$ cat src/rtl/clk_div_multi_pkg.sv
// Shared types and helpers for the multi-channel programmable clock divider.
// Helpers work on 32-bit values; callers zero-extend and truncate to WIDTH.
package clk_div_multi_pkg;

    localparam int unsigned DIV_W = 16;

    typedef logic [DIV_W-1:0] div_t;

    localparam logic [31:0] DIV_STOP = 32'd0;
    localparam logic [31:0] DIV_MIN  = 32'd2;

    // A divisor of 1 cannot form a square wave, so it runs as 2.
    function automatic logic [31:0] div_clamp(input logic [31:0] d);
        return (d == 32'd1) ? DIV_MIN : d;
    endfunction

    // ceil(d/2) without the d+1 overflow at the top of the range.
    function automatic logic [31:0] div_half(input logic [31:0] d);
        return (d >> 1) + {31'd0, d[0]};
    endfunction

endpackage

$ cat src/rtl/clk_div_chan.sv
// One divider channel: counter, active/staged divisor, duty compare, tick.
// Optional CLK_DIV_MULTI_SYNC_EN adds i_sync (phase-align, apply staged divisor).
module clk_div_chan
    import clk_div_multi_pkg::*;
#(
    parameter int unsigned WIDTH       = 16,
    parameter int unsigned DEFAULT_DIV = 2
) (
    input  logic             i_clk,
    input  logic             i_rst,
    input  logic             i_ce,
`ifdef CLK_DIV_MULTI_SYNC_EN
    input  logic             i_sync,
`endif
    input  logic             i_wr,
    input  logic [WIDTH-1:0] i_wr_div,
    output logic             o_clk,
    output logic             o_tick,
    output logic             o_pending
);

    localparam logic [WIDTH-1:0] RST_DIV = WIDTH'(div_clamp(32'(DEFAULT_DIV)));
    localparam logic [WIDTH-1:0] ONE     = WIDTH'(1);

    logic [WIDTH-1:0] r_cnt;
    logic [WIDTH-1:0] r_div_act;
    logic [WIDTH-1:0] r_div_stg;
    logic             r_pending;
    logic             r_clk;
    logic             r_tick;

    logic             w_run;
    logic             w_wrap;
    logic             w_high;
    logic             w_sync;
    logic [WIDTH-1:0] w_half;
    logic [WIDTH-1:0] w_new_div;

`ifdef CLK_DIV_MULTI_SYNC_EN
    assign w_sync = i_sync;
`else
    assign w_sync = 1'b0;
`endif

    assign w_run     = (r_div_act != WIDTH'(DIV_STOP));
    assign w_wrap    = i_ce & w_run & (r_cnt == (r_div_act - ONE));
    assign w_half    = WIDTH'(div_half(32'(r_div_act)));
    assign w_high    = (r_cnt < w_half);
    assign w_new_div = WIDTH'(div_clamp(32'(i_wr_div)));

    // Counter/divisor state; later assignments take priority (sync over wrap,
    // then a write accepted this cycle is staged on top of the result).
    always_ff @(posedge i_clk) begin
        if (i_rst) begin
            r_cnt     <= '0;
            r_div_act <= RST_DIV;
            r_div_stg <= '0;
            r_pending <= 1'b0;
            r_clk     <= 1'b0;
            r_tick    <= 1'b0;
        end else begin
            r_tick <= 1'b0;
            if (!w_run) begin
                r_cnt <= '0;
                r_clk <= 1'b0;
            end else if (i_ce) begin
                r_cnt  <= w_wrap ? '0 : r_cnt + ONE;
                r_clk  <= w_high;
                r_tick <= w_wrap;
                if (w_wrap && r_pending) begin
                    r_div_act <= r_div_stg;
                    r_pending <= 1'b0;
                end
            end
            if (w_sync) begin
                r_cnt  <= '0;
                r_tick <= 1'b0;
                if (r_pending) begin
                    r_div_act <= r_div_stg;
                    r_pending <= 1'b0;
                end
            end
            // Accept implies no pending stage, so r_div_act is unchanged above.
            if (i_wr && !r_pending) begin
                if (!w_run) begin
                    r_div_act <= w_new_div;
                    r_cnt     <= '0;
                end else begin
                    r_div_stg <= w_new_div;
                    r_pending <= 1'b1;
                end
            end
        end
    end

    assign o_clk     = r_clk;
    assign o_tick    = r_tick;
    assign o_pending = r_pending;

endmodule

$ cat src/rtl/clk_div_multi.sv
// Multi-channel runtime-programmable clock divider: channel decode, cfg_ready
// mux and one clk_div_chan per channel.
// Optional macro CLK_DIV_MULTI_SYNC_EN adds the sync input.
module clk_div_multi
    import clk_div_multi_pkg::*;
#(
    parameter  int unsigned CHANNELS    = 4,
    parameter  int unsigned WIDTH       = 16,
    parameter  int unsigned DEFAULT_DIV = 2,
    localparam int unsigned CHAN_W      = (CHANNELS > 1) ? $clog2(CHANNELS) : 1
) (
    input  logic                clk_in,
    input  logic                rst,
    input  logic                ce,
`ifdef CLK_DIV_MULTI_SYNC_EN
    input  logic                sync,
`endif
    input  logic                cfg_valid,
    output logic                cfg_ready,
    input  logic [CHAN_W-1:0]   cfg_chan,
    input  logic [WIDTH-1:0]    cfg_div,
    output logic [CHANNELS-1:0] clk_out,
    output logic [CHANNELS-1:0] tick,
    output logic [CHANNELS-1:0] pending
);

    logic [CHANNELS-1:0] w_pending;
    logic [CHANNELS-1:0] w_wr;
    logic                w_ready;
    logic                w_acc;

    // Ready mux: out-of-range channels are always ready (writes discarded).
    always_comb begin
        w_ready = 1'b1;
        for (int unsigned i = 0; i < CHANNELS; i++) begin
            if (cfg_chan == CHAN_W'(i)) begin
                w_ready = !w_pending[i];
            end
        end
    end

    assign w_acc     = cfg_valid & w_ready;
    assign cfg_ready = w_ready;
    assign pending   = w_pending;

    for (genvar g = 0; g < CHANNELS; g++) begin : g_chan
        assign w_wr[g] = w_acc & (cfg_chan == CHAN_W'(g));

        clk_div_chan #(
            .WIDTH       (WIDTH),
            .DEFAULT_DIV (DEFAULT_DIV)
        ) u_chan (
            .i_clk     (clk_in),
            .i_rst     (rst),
            .i_ce      (ce),
`ifdef CLK_DIV_MULTI_SYNC_EN
            .i_sync    (sync),
`endif
            .i_wr      (w_wr[g]),
            .i_wr_div  (cfg_div),
            .o_clk     (clk_out[g]),
            .o_tick    (tick[g]),
            .o_pending (w_pending[g])
        );
    end

endmodule

$ cat config.mk
export PLATFORM = sky130hd
export DESIGN_NAME = clk_div_multi
export DESIGN_NICKNAME = d
export VERILOG_FILES = /design/src/rtl/clk_div_multi_pkg.sv /design/src/rtl/clk_div_chan.sv /design/src/rtl/clk_div_multi.sv
export SDC_FILE = /design/constraint.sdc
export NUM_CORES = 1
export LEC_CHECK = 0
export BUFFER_PORTS_ARGS = -buffer_cell sky130_fd_sc_hd__clkbuf_2
export CAP_MARGIN = 10
export CORE_MARGIN = 4
export CORE_UTILIZATION = 59
export CTS_BUF_LIST = sky130_fd_sc_hd__clkbuf_8
export DETAILED_ROUTE_END_ITERATION = 8
export PLACE_DENSITY = 0.84
export SETUP_SLACK_MARGIN = 0.3
export SYNTH_ARGS = -nofsm -noshare
export SYNTH_HDL_FRONTEND = slang
export SYNTH_SLANG_ARGS = --single-unit
$ cat constraint.sdc
create_clock -name clk_in -period 3.8 [get_ports clk_in]
set_clock_uncertainty 0.1 [all_clocks]
set_input_delay 0.76 -clock clk_in [delete_from_list [all_inputs] [get_ports clk_in]]
set_output_delay 0.76 -clock clk_in [all_outputs]
set_load 0.005 [all_outputs]
==> results by group, run 1 <==
Drt
  – Final wirelength: 33200 um
  – DRC Markers: 0
  – Vias per cell: 6.08
  – WL/cell: 17.2 um
  – Via count: 11700
  – Post-DRT Antenna Nets: 0
  – DRT Pass-1 Iters: 7
  – Iteration-0 DRC Markers: 1049

Power
  – Switching pwr: 1.21 mW
  – Leakage Power: 5.66 nW
  – Pint: 3.44 mW
  – VDD IR max: 0.000285 V
  – Sw Ratio: 26.0%
  – Seq pwr share: 48.1%
  – Clock power frac: 43.2%
  – Logic pwr share: 8.7%
  – Power Density: 327 nW/um^2

CTS
  – Root Driver: clkbuf_8
  – H-tree depth: 2
  – Clock slew at reported path FFs: 60 ps
  – CTS max path bufs: 3
  – TritonCTS clock tree: done
  – Clk sinks: 204
  – Num CTS Buffers: 36
  – Later-pin clock latency in the skew report: 540 ps
  – Cts hold-fix bufs: 0

Final layout
  – Layout area overhead: 7.18%
  – # diodes: 0
  – Most common library cell in the layout ignoring fill and taps: nand2_1
  – Share of layout cells above drive strength 1: 9.85%
  – Most frequent cells in the layout: 218 x nand2_1, 201 x dfxtp_1, 143 x nor2_1
  – Final #Nets: 1718

Timing
  – Fin crit share: 90.7%
  – RSZ-0062 raised after global routing: yes
  – Fmax: 290 MHz
  – Relative slew slack: 18.5%
  – Pins Over Slew Limit: 0
  – Tmin final: 3450 ps
  – Final setup violation count: 0
  – WHS: 354 ps
  – Slew of the pin with the lowest slew margin: 1220 ps
  – Setup TNS: 0 ps
  – Final Hold Vio Count: 0

Run status
  – Status: finished, final reports clean

Setup path
  – Crit path max fanout: 8
  – Startpoint types: flop
  – Most frequent CP cell: or4b_4
  – CP endpoint kind: flop
  – CP max-delay cell: or4b_4
  – Data arrival, critical path: 3780 ps
  – Slowest stage delay, CP: 590 ps
  – Crit Path Category: flop to flop
  – Data required time at the worst endpoint: 4140 ps
  – Critical-path cell list: inv_4 > ha_4 > or4b_4 > or4_4 > a211oi_2 > a41oi_2 > or3_4 > or4b_4 > buf_12 > mux2i_1 > a211oi_1

Floorplanning
  – Core area: 22000 um^2
  – Die area: 24900 um^2
  – Die Y: 158 um
  – Die width: 158 um
  – Top-Level Pins: 35
  – Starting Density: 60.4%
  – Row Count: 54

Placed design
  – Dpl hpwl: 23000 um
  – RD Place Congestion: 0.915
  – I/O Buffers: 34

Global route
  – Initial antenna violation count: 0
  – Vias in the first global route: 11200
  – Global route total overflow: 0
  – Tot GR Track Use: 26.1%
  – Largest net degree at the start of global routing: 73
  – First-pass GRT wire length: 54400 um

Synth
  – Synth warn: 0
  – Post-Syn Area per Cell: 8.07 um^2
  – Post-synth ARST share: 0%
  – Sequential-to-total area share from yosys stat: 30.8%
  – Mapped Area: 13300 um^2
  – Ys flop type: dfxtp_1
  – Netlist cell types: 83
  – EDFF count, synth: 0
  – Post-Syn Instances: 1643
  – #FFs+latches synth: 204
  – Net count after synthesis: 1741

Worst hold path
  – Tightest Hold Check Type: flop to flop

Job
  – Max-cap viol count: 0
final timing paths:
| path | start | to | slack [ps] | depth (start not counted) |
|---|---|---|---|---|
| setup / recovery | g_chan[3].u_chan.r_div_act[0] | g_chan[3].u_chan.r_div_act[0] | 350 | 11 |
| hold / removal | g_chan[2].u_chan.r_div_stg[3] | g_chan[2].u_chan.r_div_stg[3] | 350 | 2 |
| hold reg to reg | g_chan[2].u_chan.r_div_stg[3] | g_chan[2].u_chan.r_div_stg[3] | 350 | 2 |
| setup reg to reg | g_chan[3].u_chan.r_div_act[0] | g_chan[3].u_chan.r_div_act[0] | 350 | 11 |
logic make-up after synthesis:
kind of cell    Yosys count  synth area share, %
flops                   204                 30.8
fa+ha+maj                76                 7.17
mux                      79                 6.06
buf+inv                 162                 6.18
compound gates          270                 12.9
simple gates            667                 24.7
xor+xnor                185                 12.2
area by class of cell:
class	instances	area (um^2)
Clock inverter	19	109
Fill cell	1799	7740
Tap cell	280	350
Clock buffer	43	592
Timing Repair Buffer	70	477
Sequential cell	204	4090
Inverter	31	121
Multi-Input combinational cell	1277	8480
synthesized netlist by cell type (5+ instances only):
| cell type | count | area [um^2] |
|---|---|---|
| and3_1 | 25 | 156 |
| and4_1 | 5 | 43.8 |
| nand2_1 | 222 | 833 |
| a21o_1 | 29 | 218 |
| nor3_1 | 43 | 215 |
| buf_4 | 15 | 113 |
| xor2_1 | 97 | 850 |
| ha_1 | 76 | 951 |
| mux2i_1 | 77 | 771 |
| buf_1 | 9 | 33.8 |
| xnor2_1 | 88 | 771 |
| buf_6 | 12 | 135 |
| o21ai_0 | 12 | 60.1 |
| o31ai_1 | 12 | 90.1 |
| or4_1 | 15 | 113 |
| or4b_1 | 5 | 50.1 |
| nor2_1 | 143 | 537 |
| nor4_1 | 18 | 113 |
| clkbuf_1 | 83 | 312 |
| a21oi_1 | 136 | 681 |
| nor4b_1 | 6 | 52.6 |
| nand4_1 | 35 | 219 |
| dfxtp_1 | 204 | 4080 |
| nor2b_1 | 13 | 81.3 |
| inv_1 | 30 | 113 |
| nand2b_1 | 14 | 87.6 |
| a31oi_1 | 11 | 68.8 |
| nand3_1 | 66 | 330 |
| or2_2 | 5 | 31.3 |
| o21a_1 | 5 | 37.5 |
| o2111ai_1 | 6 | 52.6 |
| nand4b_1 | 5 | 43.8 |
| a211oi_1 | 15 | 113 |
| and2_1 | 14 | 87.6 |
| or3_1 | 12 | 75.1 |
| buf_2 | 5 | 25.0 |
through the flow:
| stage | std cells | worst slack [ps] | power, mW | util (%) | area, um^2 |
|---|---|---|---|---|---|
| global placement | 1857 | 317 | 2.66 | 60.7 | 13300 |
| global route | 1924 | 257 | 4.82 | 64.7 | 14200 |
| finish | 1924 | 354 | 4.65 | 64.7 | 14200 |
| floorplan | 1643 | 304 | 2.57 | - | 13300 |
| CTS | 1919 | 255 | 4.67 | 64.0 | 14100 |
| detailed placement | 1857 | 209 | 2.67 | 60.7 | 13300 |
layer usage:
metal | global-route usage [%] | up-vias | part of all wire, % | routed length, um
met1 | 33.9 | 5518 | 43 | 14200
met2 | 44.5 | 392 | 47 | 15700
li1 | - | 5688 | - | -
met5 | 0 | - | 0 | 0
met4 | 8.25 | 0 | 3.1 | 1020
met3 | 4.35 | 91 | 6.7 | 2210
registers in the layout, summed over array words and instances, names as in the netlist:
register / cells
g_chan.u_chan.r_div_act: 64
g_chan.u_chan.o_tick: 4
g_chan.u_chan.o_clk: 4
g_chan.u_chan.r_div_stg: 64
g_chan.u_chan.r_cnt: 64
g_chan.u_chan.o_pending: 4
power groups by stage:
stage	Sequential [mW]	Clock (mW)	Combinational, mW
2_1_floorplan	2.26	0	0.304
3_3_place_gp	2.28	0	0.380
3_5_place_dp	2.28	0	0.390
4_1_cts	2.23	2.04	0.396
5_1_grt	2.24	2.14	0.445
6_report	2.23	2.01	0.406
repair_timing:
item | CTS | global route
pin swaps | 0 | 10
setup endpoints to repair | 32 | 120
buffers inserted | 0 | 4
gates resized for setup | 8 | 24
cloned | 0 | 1
worst max-delay path: cells and delay by family, from the launching register on:
kind                     cells  cell delay [ps]
AND/OR/NAND/NOR              4             1900
AO/OA/AOI/OAI                3              500
flip-flops                   1              370
buffers and inverters        2              230
adder cells (fa/ha/maj)      1              120
multiplexers                 1              110
No activity file was read; power rests on OpenSTA's default activity.
==> run 2: changes to the inputs <==
CORE_ASPECT_RATIO = 2   (was default)
CORE_UTILIZATION = 62   (was 59)
clock period = 3.5 ns   (was 3.8 ns; I/O delays follow)
==> results by group, run 2 (synthesized netlist as in run 1, its figures left out) <==
Power
  – Seq pwr share: 47.5% (-0.6 points)
  – PnR Total Power: 5.09 mW (+9.6%)
  – VDD IR max: 0.000338 V (+19%)
  – Pint: 3.78 mW (+10%)
  – Clock power frac: 43.0% (-0.2 points)
  – Leakage Power: 5.87 nW (+3.6%)
  – Logic pwr share: 9.5% (+0.8 points)
  – Sw Ratio: 25.7% (-0.35 points)
  – Power Density: 347 nW/um^2 (+6.1%)
  – Switching pwr: 1.31 mW (+8.1%)

CTS
  – TritonCTS clock tree: done
  – Later-pin clock latency in the skew report: 590 ps (+50 ps)
  – Root Driver: clkbuf_8
  – Clk sinks: 204 (unchanged)
  – CTS max path bufs: 3 (unchanged)
  – Clock slew at reported path FFs: 70 ps (about the same)
  – Num CTS Buffers: 29 (-19%)
  – Cts hold-fix bufs: 0 (unchanged)
  – H-tree depth: 1 (-1)

Final layout
  – # diodes: 0 (unchanged)
  – Share of layout cells above drive strength 1: 13.6% (+3.8 points)
  – Final instance area: 14700 um^2 (+3.3%)
  – Final #Nets: 1756 (+2.2%)
  – Most frequent cells in the layout: 220 x nand2_1, 196 x dfxtp_1, 143 x nor2_1
  – Most common library cell in the layout ignoring fill and taps: nand2_1
  – Biggest regs: g_chan.u_chan.r_cnt (64), g_chan.u_chan.r_div_act (64), g_chan.u_chan.r_div_stg (64)
  – Fillers: 1673 (-7.0%)
  – Multi-input logic area: 8600 um^2 (+1.4%)
  – Layout area overhead: 10.7%
  – Reg area: 4100 um^2 (+0.21%)

Setup path
  – Data required time at the worst endpoint: 3890 ps (-250 ps)
  – Crit Path Category: flop to flop
  – Startpoint types: flop
  – RR Endpoint: g_chan[3].u_chan.r_div_act[0]
  – Worst path bufs/invs: 2 (unchanged)
  – Critical-path cell list: inv_4 > ha_4 > or4b_4 > or4_4 > a211oi_2 > a41oi_2 > or3_4 > or4b_4 > buf_12 > mux2i_1 > a211oi_1
  – Reg2Reg Depth: 11 (unchanged)
  – RR Startpoint: g_chan[3].u_chan.r_div_act[1]
  – CP max-delay cell: or4b_4
  – Crit path from: g_chan[3].u_chan.r_div_act[1]
  – Slowest stage delay, CP: 600 ps (about the same)
  – Most frequent CP cell: or4b_4
  – Top delay family on crit path: simple AND/OR/NAND/NOR gates
  – Critical Path Sink: g_chan[3].u_chan.r_div_act[0]
  – Data arrival, critical path: 3840 ps (+60 ps)
  – Crit path max fanout: 8 (unchanged)
  – R2R setup slack: 50 ps (-300 ps)
  – CP endpoint kind: flop
  – Crit path depth: 11 (unchanged)

Drt
  – Iteration-0 DRC Markers: 699 (-33%)
  – Final wirelength: 35400 um (+6.8%)
  – Vias per cell: 6.23 (+2.6%)
  – Post-DRT Antenna Nets: 0 (unchanged)
  – DRT Pass-1 Iters: 5 (-2)
  – Via count: 12100 (+3.9%)
  – DRC Markers: 0 (unchanged)
  – WL/cell: 18.2 um (+5.5%)

Timing
  – Final setup violation count: 0 (unchanged)
  – Final worst slack: 50.0 ps (-304 ps)
  – Pins Over Slew Limit: 0 (unchanged)
  – Setup TNS: 0 ps (unchanged)
  – WHS: 358 ps (+4.22 ps)
  – RSZ-0062 raised after global routing: yes
  – Fin crit share: 98.6% (+7.9 points)
  – Slew of the pin with the lowest slew margin: 1210 ps (-3.70 ps)
  – Final Hold Vio Count: 0 (unchanged)
  – Relative slew slack: 18.7% (+0.25 points)
  – Tmin final: 3450 ps (+3.92 ps)
  – Fmax: 290 MHz (-0.11%)

Global route
  – Largest net degree at the start of global routing: 66 (-9.6%)
  – Vias in the first global route: 11800 (+5.6%)
  – First-pass GRT wire length: 56400 um (+3.8%)
  – Initial antenna violation count: 0 (unchanged)
  – Global route total overflow: 0 (unchanged)
  – Tot GR Track Use: 28.0% (+1.9 points)

Worst hold path
  – Tightest Hold Check Type: flop to flop
  – Min-delay src: g_chan[0].u_chan.r_div_stg[8]

Placed design
  – RD Place Congestion: 1.01 (+10%)
  – I/O Buffers: 34 (unchanged)
  – Dpl hpwl: 25200 um (+9.3%)
  – Placement-stage cell area: 13600 um^2 (+2.0%)
  – Pre-CTS setup slack: 26.7 ps (-183 ps)

Floorplanning
  – Top-Level Pins: 35 (unchanged)
  – Die width: 111 um (-29%)
  – Starting Density: 63.1% (+2.7 points)
  – Core area: 21000 um^2 (-4.3%)
  – Die area: 23900 um^2 (-4.0%)
  – Die Y: 215 um (+36%)
  – Row Count: 75 (+39%)

Job
  – Max-cap viol count: 0 (unchanged)

Run status
  – Status: finished, final reports clean
==> run 2: cell types whose count changed in the layout (fill, tap and decap cells not counted), sizes merged <==
cell,delta
bufinv,+2
buf,+45
inv,-11
clkbuf,-4
clkinvlp,+1
clkinv,+3
==> run 2: stage by stage <==
stage / util, % / cells
3_5_place_dp: 64.8 / 1878
3_3_place_gp: 64.8 / 1878
2_1_floorplan: - / 1643
6_report: 69.9 / 1949
4_1_cts: 68.6 / 1937
5_1_grt: 69.9 / 1949
==> run 2: tightest hold or removal path, stage by stage, from the launching register on <==
cell     delay (ps)
dfxtp_1         310
nand2_1          50
a21oi_1          50
==> run 2: layout make-up <==
class | count | share of cell area, %
multi-input cells | 1277 | 58.5
flip-flops and latches | 204 | 27.9
repair buffers | 115 | 5.82
clock buffers | 39 | 3.65
well taps | 269 | 2.29
clock inverters | 14 | 0.988
inverters | 31 | 0.809
==> run 2: power groups by stage <==
stage | clock network (mW) | registers [mW] | logic (mW)
2_1_floorplan | 0 | 2.46 | 0.333
3_3_place_gp | 0 | 2.47 | 0.430
3_5_place_dp | 0 | 2.47 | 0.441
4_1_cts | 2.22 | 2.42 | 0.450
5_1_grt | 2.33 | 2.43 | 0.522
6_report | 2.19 | 2.42 | 0.482
==> run 2: routing by layer <==
metal | global-route usage [%] | part of all wire, % | routed length, um | vias to the layer above
met5 | 0 | 0 | 0 | -
met4 | 20.5 | 7.9 | 2810 | 0
met3 | 3.88 | 4.6 | 1620 | 192
met2 | 50.7 | 51 | 18200 | 461
met1 | 28.9 | 36 | 12800 | 5731
li1 | - | - | - | 5759
==> run 2: what timing repair did <==
| action | CTS | global route |
|---|---|---|
| gates cloned | 1 | 2 |
| resized for setup | 15 | 41 |
| pin swaps | 7 | 15 |
| setup buffers | 5 | 9 |
| endpoints found under the setup margin | 66 | 117 |
==> run 2: worst min-delay path by stage <==
stage | to | slack, ps | cells after the start
floorplan | g_chan[0].u_chan.r_div_stg[0] | 340 | 2
CTS | g_chan[0].u_chan.r_div_stg[8] | 360 | 2
global route | g_chan[1].u_chan.r_div_stg[8] | 370 | 2
detailed placement | g_chan[0].u_chan.r_div_stg[8] | 350 | 2
finish | g_chan[0].u_chan.r_div_stg[8] | 360 | 2
global placement | g_chan[2].u_chan.r_div_stg[15] | 340 | 2
